`config.mk`:
```
export PLATFORM = sky130hd
export DESIGN_NAME = race_ctrl
export DESIGN_NICKNAME = d
export VERILOG_FILES = /design/src/rtl/race_ctrl.sv
export SDC_FILE = /design/constraint.sdc
export NUM_CORES = 1
export LEC_CHECK = 0
export ABC_AREA = 1
export CAP_MARGIN = 10
export CORE_MARGIN = 3
export CORE_UTILIZATION = 59
export CTS_CLUSTER_DIAMETER = 40
export CTS_CLUSTER_SIZE = 24
export DETAILED_ROUTE_END_ITERATION = 10
export PLACE_DENSITY = 0.85
export RECOVER_POWER = 25
export SLEW_MARGIN = 20
export SYNTH_ARGS = -nofsm -noshare
export SYNTH_HDL_FRONTEND = slang
export SYNTH_SLANG_ARGS = --single-unit
```
`constraint.sdc`:
```
create_clock -name pclk -period 4.9 [get_ports pclk]
set_input_delay 0.735 -clock pclk [delete_from_list [all_inputs] [get_ports pclk]]
set_output_delay 0.735 -clock pclk [all_outputs]
set_load 0.05 [all_outputs]
```
`src/rtl/race_ctrl.sv`:
```
// Race controller: debounced start button, 3-2-1 countdown, lap counting on
// finish-line crossings and a saturating frame-based race timer.
module race_ctrl #(
  parameter int DEB_FRAMES  = 3,
  parameter int STEP_FRAMES = 60,
  parameter int LAPS        = 3
) (
  input  logic        pclk,
  input  logic        rst,
  input  logic        btn_start,
  input  logic        frame_tick,
  input  logic        finish_cross,
  output logic        start_req,
  output logic [1:0]  countdown,
  output logic        go,
  output logic [2:0]  lap,
  output logic [15:0] race_time,
  output logic        race_done,
  output logic        busy
);

  localparam int DEB_W  = (DEB_FRAMES  > 1) ? $clog2(DEB_FRAMES)  : 1;
  localparam int STEP_W = (STEP_FRAMES > 1) ? $clog2(STEP_FRAMES) : 1;

  localparam logic [DEB_W-1:0]  DEB_LAST  = DEB_W'(DEB_FRAMES - 1);
  localparam logic [STEP_W-1:0] STEP_LAST = STEP_W'(STEP_FRAMES - 1);
  localparam logic [2:0]        LAP_LAST  = 3'(LAPS);
  localparam logic [15:0]       TIME_MAX  = 16'hFFFF;

  typedef enum logic [1:0] {
    ST_IDLE,
    ST_COUNTDOWN,
    ST_RACE,
    ST_DONE
  } state_t;

  // ---------------------------------------------------------------------------
  // Button synchronizer and frame-rate debouncer
  // ---------------------------------------------------------------------------
  logic             btn_meta;
  logic             btn_sync;
  logic             deb_btn;
  logic             deb_prev;
  logic [DEB_W-1:0] deb_cnt;
  logic             press;

  // NOTE: sequential state is always assigned with <= so every flop samples
  // the pre-edge values of its neighbours, independent of statement order.
  always_ff @(posedge pclk) begin
    if (rst) begin
      btn_meta <= 1'b0;
      btn_sync <= 1'b0;
    end else begin
      btn_meta <= btn_start;
      btn_sync <= btn_meta;
    end
  end

  // The stability counter only advances on frame ticks where the synchronized
  // level disagrees with the debounced one; any agreeing sample restarts it.
  always_ff @(posedge pclk) begin
    if (rst) begin
      deb_btn  <= 1'b0;
      deb_prev <= 1'b0;
      deb_cnt  <= '0;
    end else begin
      deb_prev <= deb_btn;
      if (frame_tick) begin
        if (btn_sync == deb_btn) begin
          deb_cnt <= '0;
        end else if (deb_cnt == DEB_LAST) begin
          deb_btn <= btn_sync;
          deb_cnt <= '0;
        end else begin
          deb_cnt <= deb_cnt + 1'b1;
        end
      end
    end
  end

  assign press = deb_btn & ~deb_prev;

  // ---------------------------------------------------------------------------
  // Race FSM and datapath
  // ---------------------------------------------------------------------------
  state_t            state;
  state_t            state_nxt;
  logic [STEP_W-1:0] step_cnt;
  logic [STEP_W-1:0] step_nxt;
  logic [1:0]        cd_nxt;
  logic [2:0]        lap_nxt;
  logic [2:0]        lap_inc;
  logic [15:0]       time_nxt;
  logic              go_nxt;
  logic              cross_prev;
  logic              prev_nxt;
  logic              lap_hit;
  logic              start_pulse;
  logic              done_pulse;

  assign lap_inc = lap + 3'd1;
  assign lap_hit = frame_tick & finish_cross & ~cross_prev;

  // NOTE: every signal written here gets a default before the case statement,
  // so no path leaves a value unassigned and no latch is inferred.
  always_comb begin
    state_nxt   = state;
    step_nxt    = step_cnt;
    cd_nxt      = countdown;
    lap_nxt     = lap;
    time_nxt    = race_time;
    go_nxt      = go;
    prev_nxt    = cross_prev;
    start_pulse = 1'b0;
    done_pulse  = 1'b0;

    case (state)
      ST_IDLE: begin
        if (press) begin
          start_pulse = 1'b1;
          cd_nxt      = 2'd3;
          step_nxt    = '0;
          lap_nxt     = 3'd0;
          time_nxt    = 16'd0;
          state_nxt   = ST_COUNTDOWN;
        end
      end

      ST_COUNTDOWN: begin
        if (frame_tick) begin
          if (step_cnt == STEP_LAST) begin
            step_nxt = '0;
            if (countdown == 2'd1) begin
              cd_nxt    = 2'd0;
              go_nxt    = 1'b1;
              // Pretend the line was already occupied so a car parked on it
              // at GO has to leave and come back before scoring.
              prev_nxt  = 1'b1;
              state_nxt = ST_RACE;
            end else begin
              cd_nxt = countdown - 2'd1;
            end
          end else begin
            step_nxt = step_cnt + 1'b1;
          end
        end
      end

      ST_RACE: begin
        if (frame_tick) begin
          prev_nxt = finish_cross;
          if (lap_hit && (lap_inc == LAP_LAST)) begin
            // The final crossing freezes the clock at its pre-tick value.
            lap_nxt    = lap_inc;
            done_pulse = 1'b1;
            go_nxt     = 1'b0;
            state_nxt  = ST_DONE;
          end else begin
            if (lap_hit) begin
              lap_nxt = lap_inc;
            end
            if (race_time != TIME_MAX) begin
              time_nxt = race_time + 16'd1;
            end
          end
        end
      end

      ST_DONE: begin
        if (press) begin
          lap_nxt   = 3'd0;
          time_nxt  = 16'd0;
          cd_nxt    = 2'd0;
          state_nxt = ST_IDLE;
        end
      end

      default: begin
        state_nxt = ST_IDLE;
      end
    endcase
  end

  always_ff @(posedge pclk) begin
    if (rst) begin
      state      <= ST_IDLE;
      step_cnt   <= '0;
      countdown  <= 2'd0;
      lap        <= 3'd0;
      race_time  <= 16'd0;
      go         <= 1'b0;
      cross_prev <= 1'b0;
    end else begin
      state      <= state_nxt;
      step_cnt   <= step_nxt;
      countdown  <= cd_nxt;
      lap        <= lap_nxt;
      race_time  <= time_nxt;
      go         <= go_nxt;
      cross_prev <= prev_nxt;
    end
  end

  // Pulses are masked by rst so an abort never emits a stray request or finish.
  assign start_req = start_pulse & ~rst;
  assign race_done = done_pulse & ~rst;
  assign busy      = (state != ST_IDLE);

endmodule

```
==> reports/metrics.cfg, run 1 <==
[status]
status = finished, final reports clean

[critical_path]
crit_path_end_kind = output port
worstPathMaxFanout = 4
r2r-start = state[0]$_SDFFE_PP0P_
r2r-end = race_time[13]$_SDFFE_PP0P_
required_ns = 4.16
rrSetupSlack_ns = 2.31
start_kind = input port
cp_data_arrival_time_ns = 2.75
crit_type = input port to output port
rr_worst_depth = 10

[timing]
max_freq_mhz = 287
worst_pin_slew_ns = 0.788
setup_viol = 0
skew_ns = 0.0141
tns_ns = 0
max_slew_margin = 0.474
rsz0062_at_grt = no
hold_violations = 0
layout_worst_path_cycle_share = 0.712
post-route-min-period_ns = 3.49
drv_slew = 0

[routing]
dr.pass1.iters = 4
routedWlPerCell_microns = 11.7
viasPerCell = 5.22
vias = 2248
drc = 0
totalWireLength_microns = 5050
drtIter0Drc = 180
final_antenna_net_count = 0

[placement]
port_buffers = 29
routabilityCongestion = 0.834
hpwlAfterDp_microns = 3550
dpl-instance-area_sq_um = 2540

[cells_and_area]
syn_to_final_growth_pct = 18.1
register_area_sq_um = 741
fill_cells = 302
multi_input_comb_area_sq_um = 1260
layout_commonest_cell = nand2_1
post-route-cell-area_sq_um = 2650
drive_gt1_frac = 0.0468
layout_common_cells = nand2_1 (86), nor2_1 (66), inv_1 (48)
diodes = 0
finalNetCount = 398

[power_and_ir_drop]
power.density_nw_per_um2 = 393
power.leakage_nw = 1.07
vdd.ir_drop.worst_mv = 0.235

[grt]
gr-usage-all-layers = 0.243
overflow = 0
first_global_vias = 1944
antenna_found_initial = 0
grt_pass1_wl_microns = 8680
grt_max_degree = 26

[logic_synthesis]
ys_types = 28
syn-cell-area_sq_um = 2250
synth_area_leaders = dfxtp_1 (33%), nand2_1 (14%), nor2_1 (11%), nand3_1 (9.4%), inv_1 (8.0%)
ys_ff_latch = 37
syn_inst = 356
synth_top_area_frac = 0.330
yosys_warnings = 0
avgSynthCellArea_sq_um = 6.31
yosysSeqAreaShare = 0.330
synth_edf_count = 0
yosysTopAreaCell = dfxtp_1
async_reset_ff_frac = 0
synth_fp_nets = 370
dominantRegCellSynth = dfxtp_1

[hold_path]
min_path_cells = 2
hp-class = flop to flop
hold_path_end = btn_sync$_SDFF_PP0_
hp-start = btn_meta$_SDFF_PP0_

[floorplan]
core_sq_um = 3490
pin_count = 30
dieHeight_microns = 67.7
fp.dieW_microns = 67.7
die_area_sq_um = 4580
rows = 21
initial_core_util = 0.643

[job]
maxCapViolCount = 0

[clock_network]
cts_setup_buffers = 0
hold_buffers = 0
clkTransAtPathRegs_ns = 0.08
cts_buffers = 5
cts_max_level = 2
cts_sinks = 37
cts_buffer_depth = 2
cts-resized-gates = 0
cts_root_buf = clkbuf_8
cts_tree = yes
insertion_delay_ns = 0.30

report_power, final:
part	leakage [nW]	switching (mW)	internal, mW
registers	0.300	0.0212	0.326
clock network	0.0554	0.115	0.153
logic	0.712	0.298	0.127
state kept, by name, indices dropped and copies added, names as in the netlist:
| name | cells |
|---|---|
| step_cnt | 6 |
| deb_btn | 1 |
| countdown | 2 |
| deb_cnt | 2 |
| lap | 3 |
| go | 1 |
| deb_prev | 1 |
| btn_meta | 1 |
| race_time | 16 |
| btn_sync | 1 |
| cross_prev | 1 |
| state | 2 |
cells by family (layout without fill, tap and decap cells):
kind of cell / Yosys count / after routing / share of synthesized area
AOI/OAI and AO/OA: 38 / 38 / 0.0964
xor gates and xnor gates: 3 / 3 / 0.0117
adders and majority gates: 9 / 9 / 0.0501
buffers and inverters: 58 / 87 / 0.108
DFF: 37 / 37 / 0.330
and+or+nand+nor: 211 / 211 / 0.404
worst max-delay path, stage by stage:
cell             delay [ns]
dlygate4sd3_1          0.60
nand4_1                0.10
nor2_1                 0.26
nand2_1                0.09
nor2_1                 0.13
clkdlybuf4s50_1        0.82
area by class of cell:
cell class | instances | area share
multi-input cells | 261 | 0.477
flip-flops and latches | 37 | 0.279
repair buffers | 29 | 0.109
inverters | 50 | 0.0708
clock buffers | 6 | 0.0274
well taps | 46 | 0.0217
clock inverters | 2 | 0.0146
Yosys cell counts (2+ instances only):
cell,count
nand2_1,86
nor2_1,66
inv_1,48
nand3_1,42
dfxtp_1,37
a21oi_1,17
o21ai_0,14
ha_1,9
nor3_1,5
o21bai_1,5
nand2_2,3
buf_4,2
buf_6,2
clkbuf_1,2
inv_2,2
nand4_1,2
nor2_4,2
xor2_1,2
how the worst max path moves through the flow:
stage | from | endpoint | slack (ns) | cells past startpoint
2_1_floorplan | lap[1]$_SDFFE_PP0P_ | race_done | 2.15 | 7
3_3_place_gp | frame_tick | race_done | 1.53 | 6
3_5_place_dp | frame_tick | race_done | 1.50 | 6
4_1_cts | frame_tick | race_done | 1.49 | 6
5_1_grt | frame_tick | race_done | 1.26 | 6
6_report | frame_tick | race_done | 1.41 | 6
through the flow:
step	power, mW	std cells	hold WS [ns]	util	setup WS (ns)
finish	1.04	431	0.406	0.759	1.41
global route	1.11	431	0.411	0.759	1.26
floorplan	0.688	356	0.388	-	2.15
CTS	1.04	431	0.407	0.759	1.49
detailed placement	0.776	423	0.395	0.727	1.50
global placement	0.768	423	0.390	0.727	1.53
per-layer routing:
| layer | vias to the layer above | part of all wire | track usage |
|---|---|---|---|
| met3 | 8 | 0.049 | 0.0466 |
| met2 | 54 | 0.45 | 0.383 |
| met4 | 0 | 0.0089 | 0.0557 |
| met1 | 1004 | 0.49 | 0.342 |
| met5 | - | 0 | 0 |
| li1 | 1182 | - | - |
Power figures use the tool's default switching activity.
==> run 2, diff against run 1 <==
Settings changed: CORE_UTILIZATION 59 to 55, PLACE_DENSITY 0.85 to 0.8.
Clock period 4.9 ns to 3.3 ns, I/O delays scaled along.
==> reports/metrics.cfg, run 2 (synthesis gave the netlist of run 1 again) <==
[grt]
gr-usage-all-layers = 0.207
grt_pass1_wl_microns = 8470
antenna_found_initial = 0
grt_max_degree = 20
first_global_vias = 1983
overflow = 0

[power_and_ir_drop]
vdd.ir_drop.worst_mv = 0.398
power.density_nw_per_um2 = 561
totalPowerFinal_mw = 1.48
power.leakage_nw = 1.05

[clock_network]
cts_setup_buffers = 0
cts_sinks = 37
cts-resized-gates = 0
cts_max_level = 2
cts_tree = yes
cts_buffers = 5
insertion_delay_ns = 0.30
cts_root_buf = clkbuf_8
clkTransAtPathRegs_ns = 0.07
hold_buffers = 0
cts_buffer_depth = 2

[critical_path]
required_ns = 2.80
crit_path_end_kind = output port
r2r-end = race_time[9]$_SDFFE_PP0P_
cp_data_arrival_time_ns = 2.38
r2r-start = state[0]$_SDFFE_PP0P_
start_kind = input port
rr_worst_depth = 11
rrSetupSlack_ns = 1.04
crit_type = input port to output port
worstPathMaxFanout = 4

[hold_path]
hold_path_end = btn_sync$_SDFF_PP0_
min_path_cells = 2
hp-start = btn_meta$_SDFF_PP0_
hp-class = flop to flop

[cells_and_area]
layoutNonFillerInstCount = 435
layout_commonest_cell = nand2_1
finalNetCount = 401
drive_gt1_frac = 0.0465
syn_to_final_growth_pct = 17.7
reg_top3 = race_time (16), step_cnt (6), lap (3)
fin_util = 0.696
diodes = 0
layout_common_cells = nand2_1 (86), nor2_1 (66), inv_1 (48)
regMostFlops = race_time
largest_reg_flops = 16

[timing]
setup_viol = 0
tns_ns = 0
max_freq_mhz = 347
skew_ns = 0.00500
drv_slew = 0
layout_worst_path_cycle_share = 0.872
worst_pin_slew_ns = 0.557
rsz0062_at_grt = no
hold_violations = 0
whs_ns = 0.405
post-route-min-period_ns = 2.88
max_slew_margin = 0.628

[floorplan]
core_sq_um = 3800
rows = 22
pin_count = 30
fp.dieW_microns = 69.9
dieHeight_microns = 69.9
initial_core_util = 0.591
die_area_sq_um = 4890

[routing]
routedWlPerCell_microns = 11.1
viasPerCell = 5.08
vias = 2210
drtIter0Drc = 153
dr.pass1.iters = 5
final_antenna_net_count = 0
drc = 0
totalWireLength_microns = 4820

[placement]
port_buffers = 29
place_inst = 428
hpwlAfterDp_microns = 3510
routabilityCongestion = 0.892

[status]
status = finished, final reports clean

[job]
maxCapViolCount = 0

==> run 2: cell types whose count changed in the layout (fill, tap and decap cells not counted) <==
cell / delta
clkinv_4: -1
clkbuf_1: +2
clkdlybuf4s50_1: +5
clkbuf_8: +1
dlygate4sd3_1: -5
bufinv_16: -1
buf_4: +1
==> run 2: final cells by class <==
type | count | area (sq um)
sequential | 37 | 741
clock buffer | 7 | 86.3
timing repair buffer | 32 | 305
fill | 350 | 1150
multi-input combinational | 261 | 1260
tap | 48 | 60.1
inverter | 50 | 188
==> run 2: critical path, cell delays in order <==
cell	delay [ns]
clkdlybuf4s50_1	0.54
nand4_1	0.10
nor2_1	0.26
nand2_1	0.09
nor2_1	0.10
clkdlybuf4s50_1	0.80
==> run 2: report_power, final <==
| group | leakage [nW] | switching, mW | internal (mW) |
|---|---|---|---|
| logic | 0.707 | 0.436 | 0.199 |
| registers | 0.300 | 0.0319 | 0.484 |
| clock network | 0.0443 | 0.165 | 0.166 |
==> run 2: worst max path at each step <==
stage	startpoint	end	slack, ns	cells after the start
floorplan	lap[1]$_SDFFE_PP0P_	race_done	0.79	7
global placement	frame_tick	race_done	0.44	6
detailed placement	frame_tick	race_done	0.41	6
CTS	frame_tick	race_done	0.41	6
global route	frame_tick	race_done	0.29	6
finish	frame_tick	race_done	0.42	6
==> run 2: metrics by stage <==
stage	cell area (sq um)	worst slack, ns
after floorplan	2250	0.790
after global placement	2560	0.439
after detailed placement	2560	0.407
after CTS	2650	0.406
after global routing	2640	0.285
final	2640	0.422
==> run 2: metal layers <==
metal	wire length [microns]	track usage	vias up
met4	53	0.0553	0
met5	0	0	-
met1	2460	0.293	977
li1	-	-	1177
met3	273	0.0475	7
met2	2040	0.316	49
==> run 3, diff against run 2 <==
Settings changed: HOLD_SLACK_MARGIN from default to 0.12.
==> results of run 3 <==
Same layout as run 2: the final DEF is identical, and so are final timing and power.
